==> config.mk <==
export PLATFORM = sky130hd
export DESIGN_NAME = morse_encoder
export DESIGN_NICKNAME = d
export VERILOG_FILES = /design/src/rtl/morse_pkg.sv /design/src/rtl/morse_encoder_if.sv /design/src/rtl/morse_char_fifo.sv /design/src/rtl/morse_encoder.sv
export SDC_FILE = /design/constraint.sdc
export NUM_CORES = 1
export LEC_CHECK = 0
export ABC_CLOCK_PERIOD_IN_PS = 3050
export BUFFER_PORTS_ARGS = -buffer_cell sky130_fd_sc_hd__buf_2
export CORE_UTILIZATION = 43
export DETAILED_ROUTE_END_ITERATION = 12
export PLACE_DENSITY = 0.6
export SYNTH_ARGS = -nofsm -noshare
export SYNTH_HDL_FRONTEND = slang
export SYNTH_HIERARCHICAL = 1
export SYNTH_SLANG_ARGS = --single-unit
==> constraint.sdc <==
create_clock -name i_clk -period 3.05 [get_ports i_clk]
set_clock_uncertainty 0.05 [all_clocks]
set_input_delay 0.61 -clock i_clk [delete_from_list [all_inputs] [get_ports i_clk]]
set_output_delay 0.61 -clock i_clk [all_outputs]
set_load 0.05 [all_outputs]
==> src/rtl/morse_pkg.sv <==
// Shared Morse definitions: symbol codes, FSM state encodings and the character lookup.
// Digits '0'..'9' are only encoded when MORSE_ENC_DIGITS_EN is defined.
package morse_pkg;

  localparam logic [1:0] SYM_DOT      = 2'b00;
  localparam logic [1:0] SYM_DASH     = 2'b01;
  localparam logic [1:0] SYM_CHAR_GAP = 2'b10;
  localparam logic [1:0] SYM_WORD_GAP = 2'b11;

  localparam logic [1:0] ST_IDLE = 2'd0;
  localparam logic [1:0] ST_LOAD = 2'd1;
  localparam logic [1:0] ST_EMIT = 2'd2;
  localparam logic [1:0] ST_GAP  = 2'd3;

  typedef enum logic [1:0] {
    KIND_BAD    = 2'd0,
    KIND_LETTER = 2'd1,
    KIND_SPACE  = 2'd2
  } char_kind_e;

  // dash[i] describes element i (element 0 is sent first); 1 = DASH, 0 = DOT.
  typedef struct packed {
    char_kind_e  kind;
    logic [2:0]  len;
    logic [4:0]  dash;
  } char_code_t;

  function automatic char_code_t morse_lookup(input logic [7:0] ch);
    char_code_t c;
    logic [7:0] up;
    c      = '0;
    c.kind = KIND_BAD;
    up     = (ch >= 8'h61 && ch <= 8'h7A) ? ch - 8'h20 : ch;
    if (up == 8'h20) begin
      c.kind = KIND_SPACE;
    end else if (up >= 8'h41 && up <= 8'h5A) begin
      c.kind = KIND_LETTER;
      case (up)
        8'h41: {c.len, c.dash} = {3'd2, 5'b00010}; // A .-
        8'h42: {c.len, c.dash} = {3'd4, 5'b00001}; // B -...
        8'h43: {c.len, c.dash} = {3'd4, 5'b00101}; // C -.-.
        8'h44: {c.len, c.dash} = {3'd3, 5'b00001}; // D -..
        8'h45: {c.len, c.dash} = {3'd1, 5'b00000}; // E .
        8'h46: {c.len, c.dash} = {3'd4, 5'b00100}; // F ..-.
        8'h47: {c.len, c.dash} = {3'd3, 5'b00011}; // G --.
        8'h48: {c.len, c.dash} = {3'd4, 5'b00000}; // H ....
        8'h49: {c.len, c.dash} = {3'd2, 5'b00000}; // I ..
        8'h4A: {c.len, c.dash} = {3'd4, 5'b01110}; // J .---
        8'h4B: {c.len, c.dash} = {3'd3, 5'b00101}; // K -.-
        8'h4C: {c.len, c.dash} = {3'd4, 5'b00010}; // L .-..
        8'h4D: {c.len, c.dash} = {3'd2, 5'b00011}; // M --
        8'h4E: {c.len, c.dash} = {3'd2, 5'b00001}; // N -.
        8'h4F: {c.len, c.dash} = {3'd3, 5'b00111}; // O ---
        8'h50: {c.len, c.dash} = {3'd4, 5'b00110}; // P .--.
        8'h51: {c.len, c.dash} = {3'd4, 5'b01011}; // Q --.-
        8'h52: {c.len, c.dash} = {3'd3, 5'b00010}; // R .-.
        8'h53: {c.len, c.dash} = {3'd3, 5'b00000}; // S ...
        8'h54: {c.len, c.dash} = {3'd1, 5'b00001}; // T -
        8'h55: {c.len, c.dash} = {3'd3, 5'b00100}; // U ..-
        8'h56: {c.len, c.dash} = {3'd4, 5'b01000}; // V ...-
        8'h57: {c.len, c.dash} = {3'd3, 5'b00110}; // W .--
        8'h58: {c.len, c.dash} = {3'd4, 5'b01001}; // X -..-
        8'h59: {c.len, c.dash} = {3'd4, 5'b01101}; // Y -.--
        default: {c.len, c.dash} = {3'd4, 5'b00011}; // Z --..
      endcase
`ifdef MORSE_ENC_DIGITS_EN
    end else if (up >= 8'h30 && up <= 8'h39) begin
      c.kind = KIND_LETTER;
      c.len  = 3'd5;
      case (up)
        8'h30: c.dash = 5'b11111;
        8'h31: c.dash = 5'b11110;
        8'h32: c.dash = 5'b11100;
        8'h33: c.dash = 5'b11000;
        8'h34: c.dash = 5'b10000;
        8'h35: c.dash = 5'b00000;
        8'h36: c.dash = 5'b00001;
        8'h37: c.dash = 5'b00011;
        8'h38: c.dash = 5'b00111;
        default: c.dash = 5'b01111;
      endcase
`endif
    end
    return c;
  endfunction

endpackage

==> src/rtl/morse_encoder_if.sv <==
// Character push channel between an upstream source and the encoder's character FIFO.
interface morse_encoder_if;
  logic       char_valid;
  logic [7:0] char_data;
  logic       char_ready;

  modport master (output char_valid, output char_data, input char_ready);
  modport slave  (input char_valid, input char_data, output char_ready);
endinterface

==> src/rtl/morse_char_fifo.sv <==
// Character FIFO of QDEPTH entries (power of 2); no bypass, pointers wrap modulo QDEPTH.
module morse_char_fifo #(
  parameter int QDEPTH = 4
) (
  input  logic             i_clk,
  input  logic             i_rst,
  morse_encoder_if.slave   push_if,
  input  logic             pop,
  output logic [7:0]       pop_data,
  output logic             not_empty
);

  localparam int AW = (QDEPTH > 1) ? $clog2(QDEPTH) : 1;
  localparam logic [AW:0] FULL_CNT = (AW+1)'(QDEPTH);

  logic [AW-1:0] wr_ptr_q, wr_ptr_d;
  logic [AW-1:0] rd_ptr_q, rd_ptr_d;
  logic [AW:0]   count_q, count_d;
  logic          open_q, open_d;
  logic [7:0]    mem_q [QDEPTH];
  logic [7:0]    mem_d [QDEPTH];
  logic          push, do_pop;

  // open_q keeps the channel closed through reset and for the release edge itself.
  assign push_if.char_ready = open_q && (count_q != FULL_CNT);
  assign push      = push_if.char_valid && push_if.char_ready;
  assign do_pop    = pop && (count_q != '0);
  assign not_empty = (count_q != '0);
  assign pop_data  = mem_q[rd_ptr_q];

  always_comb begin
    mem_d    = mem_q;
    wr_ptr_d = wr_ptr_q;
    rd_ptr_d = rd_ptr_q;
    count_d  = count_q;
    open_d   = 1'b1;
    if (push) begin
      mem_d[wr_ptr_q] = push_if.char_data;
      wr_ptr_d        = wr_ptr_q + 1'b1;
    end
    if (do_pop) rd_ptr_d = rd_ptr_q + 1'b1;
    case ({push, do_pop})
      2'b10:   count_d = count_q + 1'b1;
      2'b01:   count_d = count_q - 1'b1;
      default: count_d = count_q;
    endcase
  end

  always_ff @(posedge i_clk) begin
    if (!i_rst) begin
      wr_ptr_q <= '0;
      rd_ptr_q <= '0;
      count_q  <= '0;
      open_q   <= 1'b0;
    end else begin
      wr_ptr_q <= wr_ptr_d;
      rd_ptr_q <= rd_ptr_d;
      count_q  <= count_d;
      open_q   <= open_d;
    end
  end

  always_ff @(posedge i_clk) begin
    mem_q <= mem_d;
  end

endmodule

==> src/rtl/morse_encoder.sv <==
// ASCII to Morse symbol encoder: character FIFO feeding an IDLE/LOAD/EMIT/GAP FSM.
// Define MORSE_ENC_DIGITS_EN to also encode '0'..'9'; otherwise digits are dropped with o_err.
module morse_encoder
  import morse_pkg::*;
#(
  parameter int QDEPTH = 4
) (
  input  logic       i_clk,
  input  logic       i_rst,
  input  logic       i_char_valid,
  input  logic [7:0] i_char,
  output logic       o_char_ready,
  output logic       o_sym_valid,
  output logic [1:0] o_sym,
  input  logic       i_sym_ready,
  output logic       o_busy,
  output logic       o_err
);

  morse_encoder_if char_if ();

  logic       pop, fifo_not_empty;
  logic [7:0] pop_data;

  assign char_if.char_valid = i_char_valid;
  assign char_if.char_data  = i_char;
  assign o_char_ready       = char_if.char_ready;

  morse_char_fifo #(.QDEPTH(QDEPTH)) u_fifo (
    .i_clk     (i_clk),
    .i_rst     (i_rst),
    .push_if   (char_if),
    .pop       (pop),
    .pop_data  (pop_data),
    .not_empty (fifo_not_empty)
  );

  logic [1:0] state_q, state_d;
  char_code_t code_q, code_d;
  logic [2:0] idx_q, idx_d;
  logic       err_q, err_d;
  logic       sym_hs;

  // Symbol channel: o_sym_valid/o_sym decode from registered state only, so an offered
  // symbol stays put until the edge where o_sym_valid && i_sym_ready transfers it.
  assign o_sym_valid = (state_q == ST_EMIT) || (state_q == ST_GAP);
  assign sym_hs      = o_sym_valid && i_sym_ready;
  assign o_busy      = fifo_not_empty || (state_q != ST_IDLE);
  assign o_err       = err_q;

  always_comb begin
    o_sym = SYM_DOT;
    case (state_q)
      ST_EMIT: o_sym = code_q.dash[idx_q] ? SYM_DASH : SYM_DOT;
      ST_GAP:  o_sym = (code_q.kind == KIND_SPACE) ? SYM_WORD_GAP : SYM_CHAR_GAP;
      default: o_sym = SYM_DOT;
    endcase
  end

  always_comb begin
    state_d = state_q;
    code_d  = code_q;
    idx_d   = idx_q;
    err_d   = 1'b0;
    pop     = 1'b0;
    case (state_q)
      ST_IDLE: begin
        if (fifo_not_empty) begin
          pop     = 1'b1;
          code_d  = morse_lookup(pop_data);
          err_d   = (code_d.kind == KIND_BAD);
          state_d = ST_LOAD;
        end
      end
      ST_LOAD: begin
        idx_d = '0;
        case (code_q.kind)
          KIND_LETTER: state_d = ST_EMIT;
          KIND_SPACE:  state_d = ST_GAP;
          default:     state_d = ST_IDLE;
        endcase
      end
      ST_EMIT: begin
        if (sym_hs) begin
          if (idx_q == code_q.len - 3'd1) begin
            state_d = ST_GAP;
            idx_d   = '0;
          end else begin
            idx_d = idx_q + 3'd1;
          end
        end
      end
      default: begin
        if (sym_hs) state_d = ST_IDLE;
      end
    endcase
  end

  always_ff @(posedge i_clk) begin
    if (!i_rst) begin
      state_q <= ST_IDLE;
      code_q  <= '0;
      idx_q   <= '0;
      err_q   <= 1'b0;
    end else begin
      state_q <= state_d;
      code_q  <= code_d;
      idx_q   <= idx_d;
      err_q   <= err_d;
    end
  end

endmodule

==> out/metrics.csv <==
stage;metric;value;unit
detailed_routing;vias;2160;
final_layout;final std cells w/o fill;397;
floorplan;Die Wd;86.4;um
global_routing;vias in the first global route;2062;
sta;minimum clock period;2800;ps
sta;final setup fails;0;
setup_path;WP depth;8;
clock_network;Reg clk slew, reported paths;100;ps
placement;GP Congestion;0.808;
floorplan;DIE AREA;0.00746;mm^2
clock_network;clk_lat worst skew;310;ps
floorplan;Core ar.;0.00683;mm^2
placement;dpl cells;389;
setup_path;number of buffers and inverters on the critical path;1;
detailed_routing;vias per cell;5.44;
setup_path;Crit path max-delay family;simple AND/OR/NAND/NOR gates;
clock_network;clk sinks;55;
placement;# port buffers;17;
floorplan;I/O Pins;18;
setup_path;crit path kind;flip-flop to flip-flop;
sta;Fin. Hold Viols;0;
detailed_routing;drt initial violations;83;
setup_path;reg2reg setup slack;250;ps
clock_network;cts repair resizes;0;
yosys;synth unique cells;65;
floorplan;Die Y;86.4;um
clock_network;clk buf depth;2;
clock_network;CTS buffer count;5;
clock_network;hold-fix buffer count after cts;0;
sta;final worst-path cycle share;91.8;%
setup_path;Crit path required time;3240;ps
global_routing;largest net degree at the start of global routing;20;
yosys;FFs w/ async S/R, synth;0;%
sta;Fin Hold WS;413;ps
global_routing;Congestion Overflow GR;0;
global_routing;GRT Total Usage;16.8;%
sta;Max-slew headroom;59.7;%
job;max_cap viols;0;
final_layout;fraction of layout cells with a size suffix above 1;19.6;%
pwr;peak supply drop;0.362;mV
run_status;status;finished, final reports clean;
yosys;sequential-to-total area share from yosys stat;46.4;%
global_routing;initial antenna violation count;0;
setup_path;reg2reg end;code_q[1];
sta;Tightest Pin Transition;600;ps
setup_path;Setup crit end;code_q[1];
final_layout;ant diodes;0;
pwr;Pleak;1.15;nW
setup_path;Slowest cell on crit path;or4_4;
clock_network;Post-CTS Setup Inserts;0;
setup_path;Crit path arrival time;2990;ps
placement;Post-DP HPWL;4.19;mm
setup_path;CP Launch Type;flip-flop;
pwr;PD cells;629;mW/mm^2
sta;fin. max-slew vios;0;
detailed_routing;WL per Instance;14.7;um
final_layout;area grow syn2layout;10.1;%
clock_network;clock root buffer;clkbuf_8;
setup_path;r2r worst-path depth;8;
detailed_routing;met3 wire length;193;um
yosys;Avg Inst Size Synth;10.9;um^2
detailed_routing;Post-Route WL;5.83;mm
sta;Max Fclk;0.357;GHz
pwr;total power;2.12;mW
sta;RSZ-0062 raised after global routing;false;
floorplan;row count;30;
yosys;top_reg_cell synth;edfxtp_1;
yosys;Post-Syn Instances;282;
floorplan;Starting Density;44.8;%
yosys;cell area after synthesis;0.00306;mm^2
yosys;net count after synthesis;305;
hold_path;Hold Crit Start;code_q[6];
setup_path;crit path capture type;flip-flop;
yosys;#FFs+latches synth;55;
clock_network;CTS H-tree depth;2;
detailed_routing;ANT nets after route;0;
sta;TNS Setup;0;ps
yosys;Ys Warns;6;
clock_network;CTS tree;yes;
detailed_routing;DRC;0;
setup_path;crit path launch;u_fifo/rd_ptr_q[0];
setup_path;worst-path cell chain;buf_4 > mux4_2 > or4_4 > nand2_1 > nand4_1 > a2111oi_2 > o311ai_1 > a21oi_1;
detailed_routing;drt pass-1 iters;5;
setup_path;CP max stage delay;580;ps
setup_path;worst r2r src;u_fifo/rd_ptr_q[0];
global_routing;first-pass GRT wire length;9.76;mm
setup_path;Crit Path Max Fanout;7;
detailed_routing;highest routed layer;met4;
detailed_routing;met2 WL;2.75;mm
detailed_routing;WL met1;2.77;mm
yosys;number of flops mapped to enable cells by yosys;32;
hold_path;HP Class;flip-flop to flip-flop;
final_layout;filler instances;662;
final_layout;Final nets;323;
[layout by cell type (no fill, tap or decap), types with 3 or more instances in the layout]
cell type  count
nand3_1        5
nand2_1       26
nor2_1        13
mux4_2         9
and2_1         8
a21oi_1       13
o21ai_0        9
edfxtp_1      32
nor2b_1        7
ha_1          10
nor3_1         3
o22ai_1        3
a32oi_1        3
clkbuf_8       5
xor2_1         4
a211oi_1       3
buf_2         17
buf_4         11
nand4_1        5
xnor2_1        9
inv_1         17
nand2b_1       7
dfxtp_1       23
mux2i_1        6
[stage by stage]
step / instance area [um^2] / utilization [%] / worst slack, ps
finish: 3370 / 49.3 / 249
floorplan: 3060 / - / 344
CTS: 3370 / 49.3 / 202
global route: 3370 / 49.3 / 3.71
detailed placement: 3270 / 47.8 / 210
global placement: 3270 / 47.8 / 252
[worst min-delay path by stage]
stage                            to  slack, ps  cells past startpoint
after global routing      code_q[2]        440                      2
after global placement    code_q[2]        400                      2
after floorplan           code_q[1]        380                      2
after CTS                 code_q[2]        410                      2
final                     code_q[6]        410                      2
after detailed placement  code_q[2]        400                      2
[kinds of logic after synthesis]
group / after synthesis / synth area share [%]
buffers and inverters: 35 / 4.82
flip-flops: 55 / 46.4
AO/OA/AOI/OAI: 66 / 16.7
multiplexers: 15 / 8.59
XOR/XNOR: 13 / 3.72
AND/OR/NAND/NOR: 87 / 15.0
adder cells (fa/ha/maj): 11 / 4.74
[per-layer routing]
layer | up-vias | track usage, %
li1 | 1072 | -
met1 | 1038 | 22.4
met2 | 39 | 27.0
met3 | 11 | 3.62
met4 | 0 | 6.06
met5 | - | 0
[registers in the layout, indices dropped and copies added, names as in the netlist]
| register | cells |
|---|---|
| u_fifo/open_q | 1 |
| o_err | 1 |
| u_fifo/rd_ptr_q | 2 |
| u_fifo/count_q | 3 |
| u_fifo/mem_q | 32 |
| state_q | 2 |
| u_fifo/wr_ptr_q | 2 |
| code_q | 9 |
| idx_q | 3 |
[synthesized netlist by cell type (all sizes together) (4+ instances only)]
cell	count	area share [%]
dfxtp	23	15
xor2	4	1.1
xnor2	9	2.6
nand3	5	0.82
nand2	27	3.4
o21ai	11	1.8
nand4	5	1.0
nor2	14	2.0
buf	5	1.1
nor2b	7	1.4
a21oi	15	2.7
and2	8	1.6
clkbuf	12	1.5
edfxtp	32	31
o311ai	4	1.4
mux2i	6	2.0
mux4	9	6.6
ha	10	4.1
inv	18	2.2
nand2b	7	1.4
[worst register-to-register path: stages, from the launching register on]
cell and delay [ps]:
dfxtp_1 440, buf_4 240, mux4_2 570, or4_4 580, nand2_1 110, nand4_1 150
a2111oi_2 310, o311ai_1 120, a21oi_1 180
[final cells by class]
class | count | area, um^2 | area share (%)
Sequential cell | 55 | 1420 | 42.2
Clock buffer | 8 | 101 | 3.01
Timing Repair Buffer | 28 | 168 | 4.98
Inverter | 18 | 67.6 | 2.01
Tap cell | 96 | 120 | 3.56
Multi-Input combinational cell | 192 | 1490 | 44.3
[report_power, final]
part | switching [mW] | leakage [nW] | internal [mW]
logic | 0.467 | 0.624 | 0.306
registers | 0.0612 | 0.477 | 0.835
clock network | 0.235 | 0.0506 | 0.213
total | 0.764 | 1.15 | 1.35
Power figures use the tool's default switching activity.
